$ cat src/rtl/demux_pkg.sv
// Shared types for the demux lane collector: lane select type, collector
// FSM states and the lane count.
package demux_pkg;

  localparam int LANES = 4;

  typedef logic [1:0] lane_t;

  typedef enum logic [1:0] {
    IDLE = 2'd0,
    FILL = 2'd1,
    HOLD = 2'd2
  } state_e;

  function automatic logic [LANES-1:0] laneOneHot(lane_t lane);
    return 4'b0001 << lane;
  endfunction

endpackage

$ cat src/rtl/demux_lane_timeout.sv
// Idle-cycle counter for a partially filled frame; expire_o fires on the
// enabled cycle that would bring the count up to TIMEOUT.
module demux_lane_timeout #(
  parameter int unsigned TIMEOUT = 16
) (
  input  logic clk_i,
  input  logic rst_ni,
  input  logic clear_i,
  input  logic enable_i,
  output logic expire_o
);

  localparam logic [7:0] LIMIT = 8'(TIMEOUT - 1);

  logic [7:0] count_q;
  logic [7:0] count_d;

  assign expire_o = enable_i && !clear_i && (count_q == LIMIT);

  always_comb begin
    count_d = count_q;
    if (clear_i || expire_o) begin
      count_d = 8'd0;
    end else if (enable_i) begin
      count_d = count_q + 8'd1;
    end
  end

  always_ff @(posedge clk_i or negedge rst_ni) begin
    if (!rst_ni) begin
      count_q <= 8'd0;
    end else begin
      count_q <= count_d;
    end
  end

endmodule

$ cat src/rtl/demux_lane_collector.sv
// Collects one data bit per demux lane into a 4-bit word and offers it on a
// valid/ready port; duplicate lanes and stalled frames abort with err_o.
module demux_lane_collector
  import demux_pkg::*;
#(
  parameter int unsigned TIMEOUT = 16
) (
  input  logic       clk_i,
  input  logic       rst_ni,
  input  logic       in_valid_i,
  output logic       in_ready_o,
  input  logic       d_i,
  input  logic       s1_i,
  input  logic       s2_i,
  output logic       out_valid_o,
  input  logic       out_ready_i,
  output logic [3:0] out_word_o,
  output logic       err_o
);

  state_e           state_q, state_d;
  logic [LANES-1:0] mask_q, mask_d;
  logic [LANES-1:0] capture_q, capture_d;
  logic [LANES-1:0] outWord_q, outWord_d;
  logic             outValid_q, outValid_d;
  logic             err_q, err_d;

  lane_t            lane;
  logic             accept;
  logic             outFree;
  logic             expire;
  logic [LANES-1:0] newMask;
  logic [LANES-1:0] newCapture;

  assign lane       = {s1_i, s2_i};
  assign in_ready_o = (state_q != HOLD);
  assign accept     = in_valid_i && in_ready_o;
  assign outFree    = !outValid_q || out_ready_i;
  assign newMask    = mask_q | laneOneHot(lane);

  always_comb begin
    newCapture       = capture_q;
    newCapture[lane] = d_i;
  end

  demux_lane_timeout #(
    .TIMEOUT(TIMEOUT)
  ) u_timeout (
    .clk_i   (clk_i),
    .rst_ni  (rst_ni),
    .clear_i (accept || (state_q != FILL)),
    .enable_i((state_q == FILL) && !accept),
    .expire_o(expire)
  );

  always_comb begin
    state_d    = state_q;
    mask_d     = mask_q;
    capture_d  = capture_q;
    outWord_d  = outWord_q;
    outValid_d = outValid_q;
    err_d      = 1'b0;

    if (outValid_q && out_ready_i) begin
      outValid_d = 1'b0;
    end

    case (state_q)
      IDLE, FILL: begin
        if (accept) begin
          // A repeated lane throws away the frame but seeds the next one.
          if (mask_q[lane]) begin
            err_d     = 1'b1;
            mask_d    = laneOneHot(lane);
            capture_d = newCapture;
            state_d   = FILL;
          end else if (newMask == '1) begin
            if (outFree) begin
              outWord_d  = newCapture;
              outValid_d = 1'b1;
              mask_d     = '0;
              state_d    = IDLE;
            end else begin
              mask_d    = newMask;
              capture_d = newCapture;
              state_d   = HOLD;
            end
          end else begin
            mask_d    = newMask;
            capture_d = newCapture;
            state_d   = FILL;
          end
        end else if (expire) begin
          err_d   = 1'b1;
          mask_d  = '0;
          state_d = IDLE;
        end
      end
      HOLD: begin
        if (out_ready_i && outValid_q) begin
          outWord_d  = capture_q;
          outValid_d = 1'b1;
          mask_d     = '0;
          state_d    = IDLE;
        end
      end
      default: begin
        mask_d  = '0;
        state_d = IDLE;
      end
    endcase
  end

  always_ff @(posedge clk_i or negedge rst_ni) begin
    if (!rst_ni) begin
      state_q    <= IDLE;
      mask_q     <= '0;
      capture_q  <= '0;
      outWord_q  <= '0;
      outValid_q <= 1'b0;
      err_q      <= 1'b0;
    end else begin
      state_q    <= state_d;
      mask_q     <= mask_d;
      capture_q  <= capture_d;
      outWord_q  <= outWord_d;
      outValid_q <= outValid_d;
      err_q      <= err_d;
    end
  end

  assign out_valid_o = outValid_q;
  assign out_word_o  = outWord_q;
  assign err_o       = err_q;

endmodule

$ cat config.mk
export PLATFORM = sky130hd
export DESIGN_NAME = demux_lane_collector
export DESIGN_NICKNAME = d
export VERILOG_FILES = /design/src/rtl/demux_pkg.sv /design/src/rtl/demux_lane_timeout.sv /design/src/rtl/demux_lane_collector.sv
export SDC_FILE = /design/constraint.sdc
export NUM_CORES = 1
export LEC_CHECK = 0
export ABC_AREA = 1
export CORE_MARGIN = 2
export CORE_UTILIZATION = 35
export DETAILED_ROUTE_END_ITERATION = 8
export DONT_BUFFER_PORTS = 1
export GPL_ROUTABILITY_DRIVEN = 0
export SLEW_MARGIN = 20
export SYNTH_ARGS = -nofsm -noshare
export SYNTH_HDL_FRONTEND = slang
export SYNTH_SLANG_ARGS = --single-unit
$ cat constraint.sdc
create_clock -name clk_i -period 2.6 [get_ports clk_i]
set_input_delay 0.26 -clock clk_i [delete_from_list [all_inputs] [get_ports clk_i]]
set_output_delay 0.26 -clock clk_i [all_outputs]
set_load 0.02 [all_outputs]
[Word-level counts from Yosys, hierarchy flattened]
Index checks and enable logic that the tools add are counted.
Word-level totals
  register bits: 24
  output and inout port bits: 7
  word-level logic and storage cells: 85
Cells by class
  reductions and logical operators: 19
  eq/ne operators: 13
  $lt $le $gt $ge: 2
  muxes and demuxes: 41
  shifts and indexed selects: 1
  add/subtract/negate cells: 1
  bitwise logic cells: 1
Operators with widths (number)
  4-bit 2-to-1 mux: 14
  8-bit 2-to-1 mux: 2
  4-bit one-hot mux with 2 select lines: 2
  1-bit 2-to-1 mux: 12
  2-bit 2-to-1 mux: 6
  2-bit inequality test (second input constant): 6
  8-bit by 1-bit adder with 8-bit output (second input constant): 1
  8-bit by 4-bit equality test with 1-bit output (second input constant): 1
  1-bit logical AND: 6
  6-bit AND reduction: 1
  4-bit bitwise mux: 1
  4-bit equality test (second input constant): 1
  4-bit bitwise OR: 1
  2-bit one-hot mux with 2 select lines: 1
  2-bit nonzero test: 2
  1-bit by 2-bit left shift with 4-bit output (first input constant): 1
  1-bit logical NOT: 3
  1-bit logical OR: 3
  2-bit by 3-bit less-than comparator with 1-bit output (second input constant): 1
  3-bit by 2-bit inequality test with 1-bit output (second input constant): 1
  3-bit inequality test (second input constant): 1
  3-bit AND reduction: 1
  1-bit binary-select mux with 2-bit select: 1
  1-bit demux with 2-bit select: 1
  8 further kinds: 8

[Longest topological paths before layout]
  depth after elaboration: 10
  gate-level depth with buffers: 11
  depth with buffers taken out: 10

[Cells and area by module]
Synthesis repeated with hierarchy kept, for this count alone.
Second synthesis, totals
  cells, all modules: 219
  area, all modules: 1632.8 sq um
By module, submodules not included
  demux_lane_collector: instances 1, seq. area each 400.4 sq um, area each 1089.8 sq um, cells an instance 143
  demux_lane_timeout: instances 1, seq. area each 200.2 sq um, area each 543.0 sq um, cells an instance 76

[Least setup slack after synthesis]
Ideal clock, no wire load.
  kind: reg2reg
  start point: reg u_timeout.count_q[0]
  end point: reg state_q[0]
  path slack: 1.320 ns
  data arrival time: 1.157 ns
  cell stages (with the launch flop): 9
  path buffers: 0
  setup time: 0.124 ns
  clock period less this slack: 1.280 ns
  path through: dfrtp_1 ha_1 nand3_1 nor2_1 nand2_1 nand3_1 nand2_1 nand2_2 nand2_1
Between the ends
  word-level cells in the longest chain between the ends: 4
Ends and longest elaborated chain
  from (decl): line demux_lane_timeout.sv:15  | logic [7:0] count_q;
  from (signal assigned): line demux_lane_timeout.sv:33  | count_q <= count_d;
  8-bit by 4-bit equality test with 1-bit output: line demux_lane_timeout.sv:18  | assign expire_o = enable_i && !clear_i && (count_q == LIMIT);
  1-bit logical AND: line demux_lane_timeout.sv:18
  3-bit by 2-bit inequality test with 1-bit output (no line)
  2-bit AND reduction (no line)
  to (signal assigned): line demux_lane_collector.sv:123  | state_q <= state_d;
  to (decl): line demux_lane_collector.sv:21  | state_e state_q, state_d;
Every way passes these cells.
A chain may end at the register's enable or synchronous reset.

[Final worst setup path]
  start point: reg u_timeout.count_q[0]
  end point: reg u_timeout.count_q[0]
Between the ends
  word-level cells in the longest chain between the ends: 4
  elaborated cells between the ends (all ways): 7
  classes of those cells: add/sub (1); eq/ne (1); mux (2); reduce/logical (3)
Ends and longest elaborated chain
  parallel branches: the longest is 4 deep, another holds 8-bit by 1-bit adder with 8-bit output
Several ways; the timed one is not identified. The select of a mux whose other input is x is not followed.

==> flow_summary.toml <==
[timing]
fin_ws_ns = 1.10
worst-slew-pin-transition_ns = 0.318
fmax_mhz = 668
setup_viol = 0
period_share_pct = 57.5
min_period_ns = 1.50
timing.hold.ws_ns = 0.210
slew_headroom_pct = 78.8
rsz0062_at_grt = "false"
skew_ns = 0.00546
finalMaxSlewViolations = 0
hold_viol = 0
setup_tns_ns = 0

[setup_path]
crit_chain = "ha_1 -> nand3_1 -> nor2_1 -> nand2_1 -> nand3_1 -> nand2_1 -> nand2_2 -> nor2_1"
slowest_stage = "dfrtp_1"
path_depth = 8
cp_num_buf_inv = 0
cp-start-kind = "register"
required_ns = 2.80
reg2reg_depth = 8
crit_fanout = 9
ff2ff_setup_slack_ns = 1.10
r2r_end = "u_timeout.count_q[0]"
crit_family = "simple AND/OR/NAND/NOR gates"
critPathArrivalTime_ns = 1.69
path_class = "reg -> reg"
r2r-start = "u_timeout.count_q[0]"
max_stage_delay_ns = 0.40
cp-end-kind = "register"

[placed_design]
numPortBuffers = 0
preCtsSetupSlack_ns = 1.10
dpl.hpwl_um = 2080
dp.cells = 236

[detailed_routing]
wirelength_um = 2750
postRouteAntennaNets = 0
num_vias = 1123
drtIter0Drc = 84
post_drt_wl_per_cell_um = 11.4
dr.pass1.iters = 4
viasPerCell = 4.64
route.detailed.drc = 0

[floorplanning]
core_sq_um = 3740
dieArea_sq_um = 4500
die_w_um = 67.1
start_util_pct = 37.2
ioPinCount = 14
die_h_um = 67.1
placementRows = 22

[clock_network]
numCtsBuffers = 3
post_cts_resized = 0
path_clk_slew_ns = 0.08
numClockSinks = 24
cts_tree = "built"
clock_latency_ns = 0.27
cts-root-buf = "clkbuf_8"
cts_buffer_depth = 2
cts_max_level = 1

[run]
drv_cap = 0

[logic_synthesis]
synth_cell_types = 22
netlist.area_leader.share_pct = 43.2
ys.flop_type = "dfrtp_1"
yosysWarnings = 0
synth-seq-cells = 24
synthCells = 189
synth_nets = 197
synth_area_leader_cell = "dfrtp_1"
synth.most_common_cell = "nand2_1"
netlist_top_cells_count = "nand2_1 (75), dfrtp_1 (24), nand3_1 (17)"
ys_top_cells_by_area = "dfrtp_1 (43%), nand2_1 (20%), nand3_1 (6.1%)"
synth_area_sq_um = 1390
synth_edf_count = 0
seq_area_frac_synth_pct = 43.2
avgSynthCellArea_sq_um = 7.36
synthArstFlopShare_pct = 100

[layout]
nNetsFinal = 203
num-fill-cells = 403
multi_input_area_sq_um = 716
seqCellArea_sq_um = 601
drive_above_1_share_pct = 14.4
synthToLayoutAreaGrowth_pct = 11.1
n_antenna_cell = 0
layout.cells.non_filler = 242

[global_route]
overflow = 0
grt_max_degree = 25
grt_pass1_wl_um = 4870
grt_util_all_layers_pct = 14.3
antenna_found_initial = 0
grt_pass1_vias = 1103

[hold_path]
min-delay-start = "out_ready_i"
hold_depth = 3
worstHoldPathType = "in -> reg"
hold_end = "state_q[1]"

[power_and_ir_drop]
seqPwrFrac_pct = 50.0
p_sw_share_pct = 32.9
clkPwrFrac_pct = 30.3
p_leak_uw = 0.000795
power_density_nw_per_um2 = 695
p_sw_uw = 353
ir_worst_vdd_v = 0.000380
p_int_uw = 721
combPwrFrac_pct = 19.7

[outcome]
status = "completed"
cell type report:
cell class	instances	share of cell area, %
Multi-Input combinational cell	146	46.3
Timing Repair Buffer	2	1.94
Tap cell	48	3.89
Clock inverter	1	1.94
Clock buffer	3	2.67
Inverter	18	4.37
Sequential cell	24	38.9
layout by cell type, fill, tap and decap left out, types with 2 or more instances in the layout:
master and instances:
nand2_1 75, clkbuf_8 3, nand2_4 6, nand2_2 9, dfrtp_1 24, nor2_4 2
inv_1 15, inv_2 3, nor2_1 15, nand3_1 17, o21ai_0 11
worst min-delay path: stages:
cell	delay, ns
nand2_1	0.03
nand2_1	0.08
o21ai_1	0.06
metrics by stage:
step                power [uW]  cell area, sq um  util, %
floorplan                  699              1390        -
detailed placement         745              1440     38.6
global route              1160              1550     41.3
global placement           746              1440     38.6
finish                    1070              1550     41.3
CTS                       1090              1550     41.3
routing by layer:
| metal | part of all wire, % | track usage, % | vias to the layer above |
|---|---|---|---|
| li1 | - | - | 601 |
| met1 | 52 | 19.0 | 504 |
| met2 | 43 | 22.8 | 16 |
| met3 | 4.5 | 4.56 | 2 |
| met4 | 0.69 | 3.06 | 0 |
| met5 | 0 | 0 | - |
cell families after synthesis:
group	share of synthesized area [%]
DFF	43.2
and+or+nand+nor	42.9
xor gates and xnor gates	1.26
buffers and inverters	5.40
AOI/OAI and AO/OA	6.38
adders and majority gates	0.899
power by group through the flow:
stage	registers [uW]	clock network, uW	logic (uW)
after floorplan	529	0	170
after CTS	538	342	213
after global placement	546	0	200
final	537	326	211
after detailed placement	544	0	201
after global routing	546	359	250
worst max-delay path by stage:
stage | start | endpoint | slack (ns)
2_1_floorplan | u_timeout.count_q[0] | state_q[0] | 1.32
3_3_place_gp | u_timeout.count_q[0] | u_timeout.count_q[6] | 1.09
3_5_place_dp | u_timeout.count_q[0] | u_timeout.count_q[0] | 1.10
4_1_cts | u_timeout.count_q[0] | u_timeout.count_q[0] | 1.08
5_1_grt | u_timeout.count_q[0] | u_timeout.count_q[6] | 0.93
6_report | u_timeout.count_q[0] | u_timeout.count_q[0] | 1.10
flip-flops by register name (all words and copies together) (netlist names):
signal	cells
capture_q	4
mask_q	4
out_word_o	4
state_q	2
err_o	1
u_timeout.count_q	8
out_valid_o	1
timing repair:
| action | in CTS | in global routing |
|---|---|---|
| hold endpoints to repair | 24 | 0 |
| setup buffers | 0 | 0 |
| hold buffers | 2 | 0 |
Note: power is estimated with default switching activity, not from simulation.
==> variant 1: new RTL, same settings <==
Put one more register stage on the output `err_o`, with the module's reset. The value now appears one clock later. The other outputs are not delayed to match.
--- a/src/rtl/demux_lane_collector.sv
+++ b/src/rtl/demux_lane_collector.sv
@@ -133,3 +133,9 @@
   assign out_word_o  = outWord_q;
-  assign err_o       = err_q;
+  always_ff @(posedge clk_i or negedge rst_ni) begin
+    if (!rst_ni) begin
+      err_o <= '0;
+    end else begin
+      err_o <= err_q;
+    end
+  end
 
Check against the original RTL: not equivalent (a bounded check fails within 4 cycles, from zero or initial values and one cycle with rst_ni low).
==> variant 1 against the original RTL <==
Die area is 1.7% higher; clock power is 25% lower; worst hold slack worse by 0.032 ns; global-route usage is 0.24 points higher; setup slack worse by 0.020 ns; sequential cell count is 1 higher; first-iteration DRC count is 31% lower; total power is 6.0% lower; design area is 0.32% higher; final cell count is 1.2% higher; synthesized area is 1.8% higher; sequential power is 3% higher; wire length is 3.9% higher; critical endpoint is now u_timeout.count_q[3].
==> variant 1: results (changes against the original RTL) <==
DIE AREA = 4570 µm² (was 4500 µm²)
Net Sw Frac = 0.365 (was 0.329)
Run status = complete, no violations (unchanged)
Placed instance area = 1470 µm² (was 1440 µm²)
Dpl hpwl = 2.13 mm (was 2.08 mm)
Setup Skew = 0.00693 ns (was 0.00546 ns)
Placed Cells = 239 (was 236)
Ranking of synthesized cells by area = dfrtp_1, nand2_1, nand3_1, nand2_4, inv_1 (unchanged)
Vias = 1175 (was 1123)
Synth cell count leaders = nand2_1, dfrtp_1, nand3_1 (unchanged)
Drt wl/cell = 11.7 µm (was 11.4 µm)
Post-synth net total = 198 (was 197)
Worst vdd ir = 0.263 mV (was 0.380 mV)
First-pass GRT wire length = 5.01 mm (was 4.87 mm)
Layout cell share with drive strength beyond 1 = 0.144 (about the same)
Largest net degree at the start of global routing = 26 (was 25)
Clock Pin Slew Worst Setup and Hold Paths = 0.10 ns (was 0.08 ns)
Leakage = 0.000794 µW (was 0.000795 µW)
Util after Layout = 0.393 (was 0.413)
First DRT Iteration DRCs = 58 (was 84)
Buffering overhead = 0.0194 (about the same)
Sequential share of cell area = 0.404 (was 0.389)
Via density = 4.80 (was 4.64)
Seq Cell Count = 25 (was 24)
Register area share after synthesis = 0.442 (was 0.432)
Critical path arrival = 1.73 ns (was 1.69 ns)
Fill cell count = 407 (was 403)
Setup WS pre-CTS = 1.08 ns (was 1.10 ns)
-- variant 1: worst paths after layout --
kind / slack (ns) / from / end / depth (start not counted)
setup reg to reg: 1.08 / u_timeout.count_q[0] / u_timeout.count_q[3] / 8
max in group asynchronous: 2.01 / rst_ni / capture_q[3] / 2
hold / removal: 0.18 / in_valid_i / err_q / 3
hold reg to reg: 0.36 / err_q / err_o / 0
setup / recovery: 1.08 / u_timeout.count_q[0] / u_timeout.count_q[3] / 8
min in group asynchronous: 0.44 / rst_ni / mask_q[1] / 2
-- variant 1: power groups by stage --
stage	Combinational, µW	Sequential [µW]	Clock (µW)
floorplan	170	547	0
global placement	198	563	0
detailed placement	203	563	0
CTS	215	556	256
global route	247	565	275
finish	214	554	243
-- variant 1: layer usage --
metal / vias up / share of wire / global-route usage
met4: 0 / 0.011 / 0.0459
met2: 29 / 0.45 / 0.225
met1: 531 / 0.47 / 0.196
li1: 610 / - / -
met5: - / 0 / 0
met3: 5 / 0.065 / 0.0417
-- variant 1: worst reg2reg max path, delay by kind of cell, from the launching register on --
kind,cells,cell delay [ns]
simple gates,7,0.80
flops,1,0.41
fa+ha+maj,1,0.24
-- variant 1: logic make-up after synthesis --
| family | share of synthesized area |
|---|---|
| XOR/XNOR | 0.0124 |
| buffers and inverters | 0.0530 |
| adder cells (fa/ha/maj) | 0.00883 |
| flip-flops | 0.442 |
| AND/OR/NAND/NOR | 0.421 |
| AO/OA/AOI/OAI | 0.0627 |
-- variant 1: repair_timing --
item | CTS | global route
hold buffers | 2 | 0
setup buffers | 0 | 0
endpoints found under the hold margin | 25 | 0
==> variant 2: new RTL, config.mk and constraints unchanged <==
Without the edit above. `TIMEOUT` is set to 16 in 2 places; all go to 8.
--- a/src/rtl/demux_lane_timeout.sv
+++ b/src/rtl/demux_lane_timeout.sv
@@ -3,3 +3,3 @@
 module demux_lane_timeout #(
-  parameter int unsigned TIMEOUT = 16
+  parameter int unsigned TIMEOUT = 8
 ) (
--- a/src/rtl/demux_lane_collector.sv
+++ b/src/rtl/demux_lane_collector.sv
@@ -5,3 +5,3 @@
 #(
-  parameter int unsigned TIMEOUT = 16
+  parameter int unsigned TIMEOUT = 8
 ) (
Function: changed (Yosys sat finds a counterexample within 10 cycles, from zero or initial values and one cycle with rst_ni low).
==> variant 2 against the original RTL <==
Critical path depth is 2 lower; synthesized area is 0.72% lower; global-route usage is 0.29 points higher; synthesized cell count is 3.2% lower; wire length is 1.3% higher; design area is 0.65% lower; sequential cell count stayed put; via count is 0.45% lower; first-iteration DRC count is 7.1% lower; total power hardly changed; clock skew hardly changed; setup slack better by 0.015 ns; largest cell class unchanged.
==> variant 2: results (changes against the original RTL) <==
Setup Skew = 0.00570 ns (was 0.00546 ns)
Cell internal pwr = 721 µW (about the same)
HP Start = in_valid_i (was out_ready_i)
Met1 usage = 0.202 (was 0.190)
Max clock buf depth = 2 (unchanged)
Worst vdd ir = 0.471 mV (was 0.380 mV)
Worst reg2reg path depth = 6 (was 8)
Area of the multi-input gates = 713 µm² (was 716 µm²)
Final Non-Filler Cells = 236 (was 242)
M3 GR Usage = 0.0372 (was 0.0456)
Net Sw Frac = 0.329 (about the same)
DR pass1 iterations = 4 (unchanged)
Setup WS pre-CTS = 1.10 ns (about the same)
TritonCTS Buffers = 3 (unchanged)
Nets = 197 (was 203)
Post-Synthesis Cells = 183 (was 189)
First DRT Iteration DRCs = 78 (was 84)
Drt wl/cell = 11.8 µm (was 11.4 µm)
Critical R2R Launch = state_q[1] (was u_timeout.count_q[0])
Placed instance area = 1430 µm² (was 1440 µm²)
Vias in the first global route = 1040 (was 1103)
Global-route usage over all layers = 0.146 (was 0.143)
Hold slack = 0.166 ns (was 0.210 ns)
Met1 WL = 1.32 mm (was 1.42 mm)
Layout cell share with drive strength beyond 1 = 0.154 (was 0.144)
Worst Path Max Fanout = 8 (was 9)
Clk_lat worst skew = 0.27 ns (about the same)
M2 GR Usage = 0.231 (was 0.228)
Via density = 4.74 (was 4.64)
Crit path kind = flop to flop (unchanged)
Worst hold path depth = 2 (was 3)
Worst reg2reg path endpoint = state_q[0] (was u_timeout.count_q[0])
First-pass GRT wire length = 4.94 mm (was 4.87 mm)
Worst rel slew slack = 0.790 (was 0.788)
Metal2 WL = 1.27 mm (was 1.19 mm)
Leakage = 0.000779 µW (was 0.000795 µW)
Final worst path period share = 0.570 (was 0.575)
Register area share after synthesis = 0.435 (was 0.432)
Critical path arrival = 1.64 ns (was 1.69 ns)
Dpl hpwl = 2.13 mm (was 2.08 mm)
Max incr delay on CP = 0.47 ns (was 0.40 ns)
Clock Pin Slew Worst Setup and Hold Paths = 0.09 ns
Fill cell count = 380 (was 403)
Clock Power Share = 0.307 (was 0.303)
WL met3 = 161 µm (was 124 µm)
Placed Cells = 230 (was 236)
WP buf/inv = 1 (was 0)
Synth cell count leaders = nand2_1, dfrtp_1, nand3_1 (unchanged)
Seq pwr share = 0.499 (was 0.500)
Run status = complete, no violations (unchanged)
Hold Path End = err_o (was state_q[1])
Ranking of synthesized cells by area = dfrtp_1, nand2_1, nand3_1, nand2_4, nand2_2 (was dfrtp_1, nand2_1, nand3_1, nand2_4, inv_1)
Netlist cell types = 25 (was 22)
Post-synth net total = 191 (was 197)
==> variant 2: layout make-up <==
| type | instances | share of cell area |
|---|---|---|
| clock buffers | 3 | 0.0269 |
| clock inverters | 1 | 0.0196 |
| inverters | 16 | 0.0391 |
| multi-input cells | 142 | 0.465 |
| flip-flops and latches | 24 | 0.391 |
| well taps | 48 | 0.0391 |
| repair buffers | 2 | 0.0196 |
==> variant 2: cell families (layout without fill, tap and decap cells) <==
logic type | count (synthesis) | count (layout) | share of synthesized area
AND/OR/NAND/NOR | 123 | 123 | 0.422
XOR/XNOR | 3 | 3 | 0.0190
flip-flops | 24 | 24 | 0.435
adder cells (fa/ha/maj) | 1 | 1 | 0.00906
buffers and inverters | 17 | 22 | 0.0489
AO/OA/AOI/OAI | 15 | 15 | 0.0661
==> variant 2: timing repair <==
action                     4_1_cts  5_1_grt
setup endpoints to repair        0        0
hold buffers                     2        0
setup buffers                    0        0
hold endpoints to repair        24        0
